[config.mk]
export PLATFORM = sky130hd
export DESIGN_NAME = sev_seg_scan
export DESIGN_NICKNAME = d
export VERILOG_FILES = /design/src/rtl/sev_seg_scan.sv
export SDC_FILE = /design/constraint.sdc
export NUM_CORES = 1
export LEC_CHECK = 0
export BUFFER_PORTS_ARGS = -buffer_cell sky130_fd_sc_hd__buf_2
export CAP_MARGIN = 20
export CORE_MARGIN = 2
export CORE_UTILIZATION = 60
export CTS_BUF_LIST = sky130_fd_sc_hd__clkbuf_4
export CTS_CLUSTER_DIAMETER = 40
export CTS_CLUSTER_SIZE = 40
export DETAILED_ROUTE_END_ITERATION = 8
export GPL_TIMING_DRIVEN = 0
export PLACE_DENSITY = 0.87
export SKIP_LAST_GASP = 1
export SLEW_MARGIN = 20
export SYNTH_ARGS = -nofsm -noshare
export SYNTH_HDL_FRONTEND = slang
export SYNTH_SLANG_ARGS = --single-unit
export TNS_END_PERCENT = 10
[constraint.sdc]
create_clock -name sev_seg_scan_clk -period 4.95 [get_ports sev_seg_scan_clk]
set_clock_uncertainty 0.1 [all_clocks]
set_input_delay 0.99 -clock sev_seg_scan_clk [delete_from_list [all_inputs] [get_ports sev_seg_scan_clk]]
set_output_delay 0.99 -clock sev_seg_scan_clk [all_outputs]
set_load 0.02 [all_outputs]
[src/rtl/sev_seg_scan.sv]
// Eight-digit multiplexed seven-segment scanner with hex decode, leading-zero
// blanking, per-digit decimal points and frame-synchronous double-buffered data.
module sev_seg_scan #(
   parameter int REFRESH_DIV = 100000
) (
   input  logic        sev_seg_scan_clk,
   input  logic        sev_seg_scan_rst,
   input  logic [31:0] sev_seg_scan_data,
   input  logic        sev_seg_scan_load,
   input  logic        sev_seg_scan_blank_lz,
   input  logic [7:0]  sev_seg_scan_dp_en,
   output logic [7:0]  sev_seg_scan_an,
   output logic [6:0]  sev_seg_scan_seg,
   output logic        sev_seg_scan_dp,
   output logic        sev_seg_scan_digit_tick
);

   localparam int CW = (REFRESH_DIV > 1) ? $clog2(REFRESH_DIV) : 1;
   localparam logic [CW-1:0] CNT_MAX = CW'(REFRESH_DIV - 1);

   logic [CW-1:0] refresh_cnt;
   logic [2:0]    digit_idx;
   logic [2:0]    next_idx;
   logic [31:0]   active_data;
   logic [31:0]   pending_data;
   logic [31:0]   next_active;
   logic          pending_valid;
   logic          advance;
   logic          frame_wrap;
   logic [3:0]    cur_nibble;
   logic [31:0]   upper_mask;
   logic          blank_digit;
   logic [6:0]    hex_seg;
   logic [6:0]    seg_next;

   // Outputs are built from next-cycle index and data so the registered
   // display changes on the very edge the index advances or the frame swaps.
   always_comb begin
      advance     = (refresh_cnt == CNT_MAX);
      frame_wrap  = advance && (digit_idx == 3'd7);
      next_idx    = advance ? digit_idx + 3'd1 : digit_idx;
      next_active = active_data;
      if (frame_wrap) begin
         if (sev_seg_scan_load)
            next_active = sev_seg_scan_data;
         else if (pending_valid)
            next_active = pending_data;
      end
   end

   // Digit i is blanked when nibbles i..7 are all zero; digit 0 always shows.
   always_comb begin
      cur_nibble  = next_active[{next_idx, 2'b00} +: 4];
      upper_mask  = 32'hFFFF_FFFF << {next_idx, 2'b00};
      blank_digit = sev_seg_scan_blank_lz && (next_idx != 3'd0)
                    && ((next_active & upper_mask) == 32'h0);
      case (cur_nibble)
         4'h0:    hex_seg = 7'b1000000;
         4'h1:    hex_seg = 7'b1111001;
         4'h2:    hex_seg = 7'b0100100;
         4'h3:    hex_seg = 7'b0110000;
         4'h4:    hex_seg = 7'b0011001;
         4'h5:    hex_seg = 7'b0010010;
         4'h6:    hex_seg = 7'b0000010;
         4'h7:    hex_seg = 7'b1111000;
         4'h8:    hex_seg = 7'b0000000;
         4'h9:    hex_seg = 7'b0010000;
         4'hA:    hex_seg = 7'b0001000;
         4'hB:    hex_seg = 7'b0000011;
         4'hC:    hex_seg = 7'b1000110;
         4'hD:    hex_seg = 7'b0100001;
         4'hE:    hex_seg = 7'b0000110;
         default: hex_seg = 7'b0001110;
      endcase
      seg_next = blank_digit ? 7'b1111111 : hex_seg;
   end

   always_ff @(posedge sev_seg_scan_clk) begin
      if (sev_seg_scan_rst) begin
         refresh_cnt             <= '0;
         digit_idx               <= 3'd0;
         active_data             <= 32'h0;
         pending_data            <= 32'h0;
         pending_valid           <= 1'b0;
         sev_seg_scan_an         <= 8'b11111110;
         sev_seg_scan_seg        <= 7'b1000000;
         sev_seg_scan_dp         <= 1'b1;
         sev_seg_scan_digit_tick <= 1'b0;
      end else begin
         refresh_cnt             <= advance ? '0 : refresh_cnt + CW'(1);
         digit_idx               <= next_idx;
         active_data             <= next_active;
         sev_seg_scan_digit_tick <= advance;
         // A load coinciding with the frame wrap bypasses the pending buffer.
         if (sev_seg_scan_load && !frame_wrap) begin
            pending_data  <= sev_seg_scan_data;
            pending_valid <= 1'b1;
         end else if (frame_wrap) begin
            pending_valid <= 1'b0;
         end
         sev_seg_scan_an  <= ~(8'b00000001 << next_idx);
         sev_seg_scan_seg <= seg_next;
         sev_seg_scan_dp  <= ~sev_seg_scan_dp_en[next_idx];
      end
   end

endmodule

* Word level (Yosys, flattened, before mapping) *
Memories as Yosys holds them, arrays and structs flattened.
Index checks and enable logic that the tools add are counted.

word-level totals
  flip-flop bits (word level) = 102
  ROM bits = 112
  bits of input ports = 44
  word-level logic and storage cells = 41
  memories = 1

memories
  name             depth  bits a word  rd ports  clocked after Yosys merged registers in  wr ports  RTL line  text
  (no name shown)  16     7            1         0                                        0         57        case (cur_nibble)

operators by class
  add/sub/neg operators = 2
  $lt $le $gt $ge = 1
  equality and inequality tests = 2
  shifts and indexed selects = 3
  multiplexer cells = 9
  bitwise operators = 3
  reduce and logical (&&, ||, !) cells = 10

operator list
  operator               count
  $mux 32                3
  $and 32x32->32         1
  $logic_not 32->1       1
  $shiftx 32x6->4        1
  $shl 32x5->32 const A  1
  $add 17x1->17 const B  1
  $eq 17x17->1 const B   1
  $not 8->8              1
  $shl 1x3->8 const A    1
  $mux 6                 1
  $logic_and 1x1->1      4
  $lt 3x4->1 const B     1
  $reduce_or 2->1        2
  $add 3x1->3 const B    1
  $bmux 1 s3             1
  $eq 3x3->1 const B     1
  $mux 1                 3
  $mux 3                 1
  $reduce_bool 3->1      1
  $reduce_bool 2->1      1
  $logic_not 1->1        1
  $not 1->1              1

* Depth between registers and ports, before layout *
Gate-level depths: netlist of run 1.

  depth after elaboration = 7
  gate-level depth with buffers = 17

* Worst setup path before layout of run 1 *
No wires, ideal clock.

  path type = input -> register
  start point = in sev_seg_scan_load
  end point = reg sev_seg_scan_seg[5]
  setup time = 0.134 ns
  arrival time = 3.785 ns
  required time = 4.716 ns
  slack = 0.932 ns
  stages on the path = 14
  buffers on the path = 3
  cell sequence = clkbuf_1 > buf_1 > buf_1 > mux2i_1 > nor3_1 > a21oi_1 > mux2i_1 > o21ai_0 > o211a_1 > inv_1 > ha_1 > mux2_2 > a22oi_1 > a21oi_1

on the way
  word-level cells in the longest chain between the ends = 6
  elaborated cells between the ends (all ways) = 8
  classes of those cells = 1 x shift; 3 x mux; 1 x bitwise; 2 x reduce/logical; 1 x memory

RTL lines
  element                                               RTL line  text
  start, declared                                       9         input logic sev_seg_scan_load,
  $mux 32 *                                             44        if (sev_seg_scan_load)
  $mux 32 *                                             43        if (frame_wrap) begin
  branches (longest 3 deep; another with $mem_v2 16x7)  --
  $mux 6 *                                              75        seg_next = blank_digit ? 7'b1111111 : hex_seg;
  end signal, assigned                                  102       sev_seg_scan_seg <= seg_next;
  end, declared                                         13        output logic [6:0] sev_seg_scan_seg,

Mark *: on every way between the ends.
A chain may end at the register's enable or synchronous reset.

* Worst setup path after layout of run 1 *
  start point = reg refresh_cnt[12]
  end point = reg sev_seg_scan_seg[5]

on the way
  word-level cells in the longest chain between the ends = 7
  elaborated cells between the ends (all ways) = 13
  classes of those cells = 1 x eq/ne; 2 x shift; 3 x mux; 1 x bitwise; 5 x reduce/logical; 1 x memory

RTL lines
  element                                               RTL line  text
  start, declared                                       21        logic [CW-1:0] refresh_cnt;
  start signal, assigned                                90        refresh_cnt <= advance ? '0 : refresh_cnt + CW'(1);
  $eq 17x17->1 *                                        39        advance = (refresh_cnt == CNT_MAX);
  branches (longest 5 deep; another with $mem_v2 16x7)  --
  $mux 6 *                                              75

Marks and branches as above.

==> results of run 1 <==
==> worst max-delay path: cells and delay by family, from the launching register on <==
kind                       cells  cell delay (ps)
buffers and inverters          2              490
adders and majority gates      1              240
and+or+nand+nor                3             1700
DFF                            1              380
AOI/OAI and AO/OA              4              800
muxes                          2              870
==> cell usage in the layout (no fill, tap or decap), drive strengths merged, types with 3 or more instances in the layout <==
cell type / Yosys / final
nor4: 8 / 8
xor2: 7 / 7
buf: 17 / 76
o22ai: 7 / 7
nand2b: 9 / 9
clkbuf: 26 / 35
nor3: 18 / 18
o21ai: 22 / 22
mux2: 3 / 3
a211oi: 15 / 15
xnor2: 8 / 8
mux2i: 30 / 30
o211ai: 5 / 5
or3: 4 / 4
inv: 8 / 11
ha: 7 / 7
o2111ai: 3 / 3
nor2b: 4 / 4
dfxtp: 102 / 102
nor2: 73 / 73
or4: 3 / 3
nand3: 23 / 23
and3: 5 / 5
nor4b: 3 / 3
and2: 3 / 3
nand2: 100 / 100
nand4: 7 / 7
a2bb2oi: 3 / 3
a21oi: 65 / 65
a31oi: 7 / 7
==> layer usage <==
layer	up-vias	global-route usage
li1	2384	-
met4	0	0.123
met2	256	0.539
met1	2379	0.415
met5	-	0
met3	45	0.0603
==> worst paths after layout <==
kind	start	end
max	refresh_cnt[12]$_SDFF_PP0_	sev_seg_scan_seg[5]$_SDFF_PP0_
min	refresh_cnt[0]$_SDFF_PP0_	refresh_cnt[0]$_SDFF_PP0_
max reg2reg	refresh_cnt[12]$_SDFF_PP0_	sev_seg_scan_seg[5]$_SDFF_PP0_
min reg2reg	refresh_cnt[0]$_SDFF_PP0_	refresh_cnt[0]$_SDFF_PP0_
==> power breakdown <==
part	switching (uW)	leakage [uW]	internal, uW
clock	298	0.0000851	212
combinational	71.3	0.00126	43.6
sequential	11.2	0.000829	839
total	381	0.00218	1090
==> cell usage after synthesis, types with 2 or more instances <==
| cell | number | share of area |
|---|---|---|
| nor3b_1 | 2 | 0.0029 |
| a221oi_1 | 2 | 0.0034 |
| nor3_1 | 18 | 0.018 |
| nand4b_1 | 2 | 0.0034 |
| xor2_1 | 7 | 0.012 |
| xnor2_1 | 7 | 0.012 |
| mux2i_1 | 29 | 0.057 |
| o31ai_1 | 2 | 0.0029 |
| o2111ai_1 | 3 | 0.0051 |
| a211o_1 | 2 | 0.0034 |
| buf_2 | 6 | 0.0059 |
| and2_1 | 3 | 0.0037 |
| a211oi_1 | 15 | 0.022 |
| mux2_2 | 3 | 0.0066 |
| o21a_1 | 2 | 0.0029 |
| a2bb2oi_1 | 3 | 0.0051 |
| a31oi_1 | 7 | 0.0086 |
| a21oi_1 | 65 | 0.064 |
| clkbuf_1 | 26 | 0.019 |
| or4_1 | 3 | 0.0044 |
| o22ai_1 | 7 | 0.0086 |
| nand3b_1 | 2 | 0.0029 |
| or4bb_1 | 2 | 0.0044 |
| a22oi_1 | 2 | 0.0029 |
| nand2_1 | 99 | 0.073 |
| nor4b_2 | 2 | 0.0059 |
| and3_1 | 5 | 0.0061 |
| ha_1 | 7 | 0.017 |
| o21ai_0 | 19 | 0.019 |
| nor2b_1 | 4 | 0.0049 |
| o21ai_1 | 3 | 0.0029 |
| o211a_1 | 2 | 0.0039 |
| a21o_1 | 2 | 0.0029 |
| inv_1 | 8 | 0.0059 |
| or3_1 | 4 | 0.0049 |
| buf_6 | 3 | 0.0066 |
| nand3_1 | 23 | 0.023 |
| buf_1 | 7 | 0.0051 |
| nand4_1 | 7 | 0.0086 |
| nor2_1 | 72 | 0.053 |
| dfxtp_1 | 102 | 0.40 |
| o211ai_1 | 5 | 0.0074 |
| nand2b_1 | 9 | 0.011 |
| nor4_1 | 7 | 0.0086 |
==> sequential cells by signal, indices dropped and copies added, names as in the netlist <==
signal and flops:
refresh_cnt 17, sev_seg_scan_dp 1, active_data 32, digit_idx 3
pending_data 32, pending_valid 1, sev_seg_scan_an 8, sev_seg_scan_seg 7
sev_seg_scan_digit_tick 1
==> layout make-up <==
cell class / count / area [sq um]
multi-input cells: 478 / 2840
fillers: 716 / 2510
flip-flops and latches: 102 / 2040
repair buffers: 59 / 295
plain buffers: 43 / 195
well taps: 105 / 131
clock inverters: 7 / 104
clock buffers: 9 / 67.6
inverters: 8 / 30.0
==> kinds of logic after synthesis <==
kind of cell / after synthesis / synth area share
AOI/OAI and AO/OA: 151 / 0.191
xor gates and xnor gates: 15 / 0.0272
adders and majority gates: 7 / 0.0172
buffers and inverters: 51 / 0.0441
DFF: 102 / 0.400
muxes: 33 / 0.0679
and+or+nand+nor: 272 / 0.253
==> metrics by stage <==
step	hold slack (ps)	setup WS, ps
2_1_floorplan	313	932
3_5_place_dp	334	49.8
5_1_grt	390	34.2
3_3_place_gp	326	44.2
4_1_cts	355	345
6_report	353	236
==> results.json, run 1 <==
{
  "die_w_um": 96.3,
  "wl_met2_um": 6920,
  "cts_resized": 0,
  "clockRootBuffer": "clkbuf_4",
  "path_max_fanout": 10,
  "numCtsBuffers": 9,
  "yosysWarnings": 0,
  "cts_tree": "done",
  "design.core.area_sq_um": 8220,
  "final_util": 0.694,
  "dieArea_sq_um": 9260,
  "synthDistinctLibCells": 65,
  "antenna_found_initial": 0,
  "hpwl_um": 11000,
  "dr.pass1.iters": 5,
  "slowest_delay_ps": 960,
  "place.gp.congestion": 0.976,
  "ios": 61,
  "wire_per_inst_um": 17.9,
  "hold_viol_final": 0,
  "path_cells": "or4b_4 -> nor4_2 -> mux2i_1 -> clkbuf_1 -> nor2_1 -> a221oi_1 -> o211a_1 -> inv_1 -> ha_1 -> mux2_2 -> a22oi_1 -> a21oi_1",
  "max_cap_viol_count": 0,
  "grt_pass1_wl_um": 23000,
  "ys_ff_latch": 102,
  "tightest_slew_ps": 1120,
  "syn_avg_cell_area_sq_um": 8.09,
  "endpoint_kind": "flip-flop",
  "clk_pin_slew_ps": 160,
  "finalCriticalPeriod_ps": 4710,
  "routed.top_layer": "met4",
  "synth_edf_count": 0,
  "nNetsFinal": 752,
  "netlist_instances": 631,
  "diodes": 0,
  "placed_cell_area_sq_um": 5530,
  "dp_cells": 795,
  "relSlewSlack": 0.250,
  "max_freq_ghz": 0.212,
  "syn-cell-area_sq_um": 5110,
  "clkLatencyLatePin_ps": 470,
  "post-cts-setup-buffers": 0,
  "drc": 0,
  "critPathKind": "reg -> reg",
  "postCtsHoldBufs": 0,
  "drive_gt1_frac": 0.143,
  "grt_pass1_vias": 4766,
  "drt_wl_total_um": 14500,
  "ff2ff_path_depth": 12,
  "crit_required_ps": 5180,
  "ff2ff_setup_slack_ps": 240,
  "cts_sinks": 102,
  "setup_viol": 0,
  "synthArstFlopShare": 0,
  "grt_setup_unrepaired": "no",
  "drt_iter0_drc": 446,
  "stdcell_count": 811,
  "status": "finished, final reports clean",
  "design_area_sq_um": 5700,
  "critical_path_arrival_ps": 4940,
  "power.static_leakage_uw": 0.00218,
  "clockBufferDepth": 2,
  "wl_met3_um": 1150,
  "ys_dominant_reg_cell": "dfxtp_1",
  "h-tree-depth": 3,
  "start_util": 0.621,
  "timing.setup.tns_ps": 0,
  "area_growth_syn_to_layout_pct": 11.7,
  "min_path_type": "reg -> reg",
  "port_buffers": 59,
  "cp_slowest_cell": "nor4_2",
  "fin_crit_sh": 0.952,
  "dr_total_vias": 5064,
  "die_h_um": 96.3,
  "p_total_uw": 1480,
  "finalMaxSlewViolations": 0,
  "ir_drop_mv": 0.198,
  "startpoint_type": "flip-flop",
  "hold_path_depth": 1,
  "grt-ovfl-total": 0,
  "viasPerCell": 6.24,
  "power_density_nw_per_um2": 259,
  "fp-row-count": 33,
  "ys_seq_area_frac": 0.400,
  "wl_met1_um": 6080,
  "grt_max_degree": 19,
  "ant_nets": 0,
  "grtUsageTotal": 0.324,
  "syn_nets": 682
}
Power figures use the tool's default switching activity.
==> inputs of run 2 (changes only) <==
PLACE_DENSITY = unset   (was 0.87)
PLACE_DENSITY_LB_ADDON = 0.12   (was unset)
==> run 2 against run 1 <==
  * First-iteration DRC count decreased by 12%
  * Via count is 1.4% lower
  * Final cell count stayed put
  * Total power down 7.1%
  * Combinational power about the same
  * Clock power shrank 20%
  * Hold slack worse by 6.0 ps
==> results.json, run 2 (same netlist as run 1, synthesis figures left out) <==
{
  "nNetsFinal": 752,
  "drc": 0,
  "ant_nets": 0,
  "grt-ovfl-total": 0,
  "finalCriticalPeriod_ps": 4580,
  "clockBufferDepth": 2,
  "place.gp.congestion": 0.983,
  "cp.depth": 14,
  "finalMaxSlewViolations": 0,
  "path_buf_inv": 4,
  "top_regs": "active_data x32, pending_data x32, refresh_cnt x17",
  "drive_gt1_frac": 0.143,
  "hpwl_um": 10900,
  "post-cts-setup-buffers": 0,
  "ios": 61,
  "h-tree-depth": 3,
  "setup_viol": 0,
  "dieArea_sq_um": 9260,
  "cts_tree": "done",
  "critPathKind": "in -> reg",
  "hold_viol_final": 0,
  "drt_wl_total_um": 14400,
  "max_cap_viol_count": 0,
  "max_freq_ghz": 0.218,
  "grtUsageTotal": 0.323,
  "grt_pass1_vias": 4610,
  "design.core.area_sq_um": 8220,
  "diodes": 0,
  "endpoint_kind": "flip-flop",
  "crit_end": "sev_seg_scan_seg[0]$_SDFF_PP0_",
  "startpoint_type": "input pin",
  "layout_common_cells": "102 x dfxtp_1, 99 x nand2_1, 72 x nor2_1",
  "power.static_leakage_uw": 0.00218,
  "viasPerCell": 6.16,
  "grt_pass1_wl_um": 22700,
  "fp-row-count": 33,
  "cts_sinks": 102,
  "drt_iter0_drc": 392,
  "reg2reg_to": "sev_seg_scan_seg[5]$_SDFF_PP0_",
  "cp_slowest_cell": "buf_1",
  "path_cells": "clkbuf_1 -> buf_1 -> buf_1 -> mux2i_1 -> nor3_1 -> a21oi_1 -> mux2i_1 -> o21ai_0 -> o211a_1 -> inv_1 -> ha_1 -> and2_1 -> a221oi_1 -> a21oi_1",
  "dr.pass1.iters": 5,
  "numCtsBuffers": 9,
  "area_growth_syn_to_layout_pct": 11.0,
  "clkLatencyLatePin_ps": 470,
  "start_util": 0.621,
  "ir_drop_mv": 0.167,
  "placed_cell_area_sq_um": 5530,
  "cpLargestDelayFamily": "buffers and inverters",
  "path_max_fanout": 10,
  "crit_required_ps": 5200,
  "ff2ff_path_depth": 12,
  "dr_total_vias": 4994,
  "ff2ff_setup_slack_ps": 530,
  "status": "finished, final reports clean",
  "min-delay-start": "refresh_cnt[0]$_SDFF_PP0_",
  "final_util": 0.690,
  "power_density_nw_per_um2": 242,
  "reg2reg_from": "refresh_cnt[12]$_SDFF_PP0_",
  "wire_per_inst_um": 17.7,
  "fin_crit_sh": 0.925,
  "antenna_found_initial": 0,
  "design_area_sq_um": 5670,
  "die_w_um": 96.3,
  "cts_resized": 0,
  "tightest_slew_ps": 815,
  "port_buffers": 59,
  "die_h_um": 96.3,
  "startpoint": "sev_seg_scan_load",
  "grt_max_degree": 19,
  "final_common_cell": "dfxtp_1",
  "grt_setup_unrepaired": "no",
  "min_path_type": "reg -> reg",
  "critical_path_arrival_ps": 4830,
  "postCtsHoldBufs": 0,
  "relSlewSlack": 0.456,
  "clockRootBuffer": "clkbuf_4",
  "slowest_delay_ps": 680,
  "clk_pin_slew_ps": 160
}
==> run 2: cell type report <==
cell class	instances	area [sq um]
Tap cell	105	131
Clock buffer	9	67.6
Clock inverter	7	56.3
Fill cell	728	2550
Multi-Input combinational cell	478	2850
Inverter	8	30.0
Sequential cell	102	2040
Timing Repair Buffer	59	295
Buffer	43	195
==> run 2: metal layers <==
layer,vias up,routed length (um),track usage
met5,-,0,0
met2,214,6540,0.516
met3,36,1040,0.0603
met4,0,437,0.110
li1,2390,-,-
met1,2354,6370,0.439
==> run 2: metrics by stage <==
stage               hold slack [ps]  cells  TNS, ps  total power (uW)  worst slack [ps]
floorplan                       313    631        0               932               932
global placement                327    795        0               975              2.32
detailed placement              329    795    -38.3               980             -38.3
CTS                             353    811        0              1370               306
global route                    366    811        0              1420              37.3
finish                          347    811        0              1370               373
==> run 2: how the worst min path moves through the flow <==
| stage | end | cells past startpoint |
|---|---|---|
| 2_1_floorplan | refresh_cnt[0]$_SDFF_PP0_ | 1 |
| 3_3_place_gp | refresh_cnt[0]$_SDFF_PP0_ | 1 |
| 3_5_place_dp | refresh_cnt[0]$_SDFF_PP0_ | 1 |
| 4_1_cts | refresh_cnt[0]$_SDFF_PP0_ | 1 |
| 5_1_grt | refresh_cnt[0]$_SDFF_PP0_ | 1 |
| 6_report | refresh_cnt[0]$_SDFF_PP0_ | 1 |
==> run 2: worst reg2reg max path: stages, from the launching register on <==
cell and delay (ps):
dfxtp_1 390, or4b_4 580, nor4_4 640, mux2i_1 550
clkbuf_1 430, nor2_1 190, a221oi_1 300, o211a_1 270
inv_1 80, ha_1 230, mux2_2 270, a22oi_1 160
a21oi_1 90
==> run 2: where the power goes <==
group / internal (uW) / switching (uW)
registers: 839 / 10.5
clock network: 111 / 295
logic: 43.6 / 70.9
total: 993 / 376
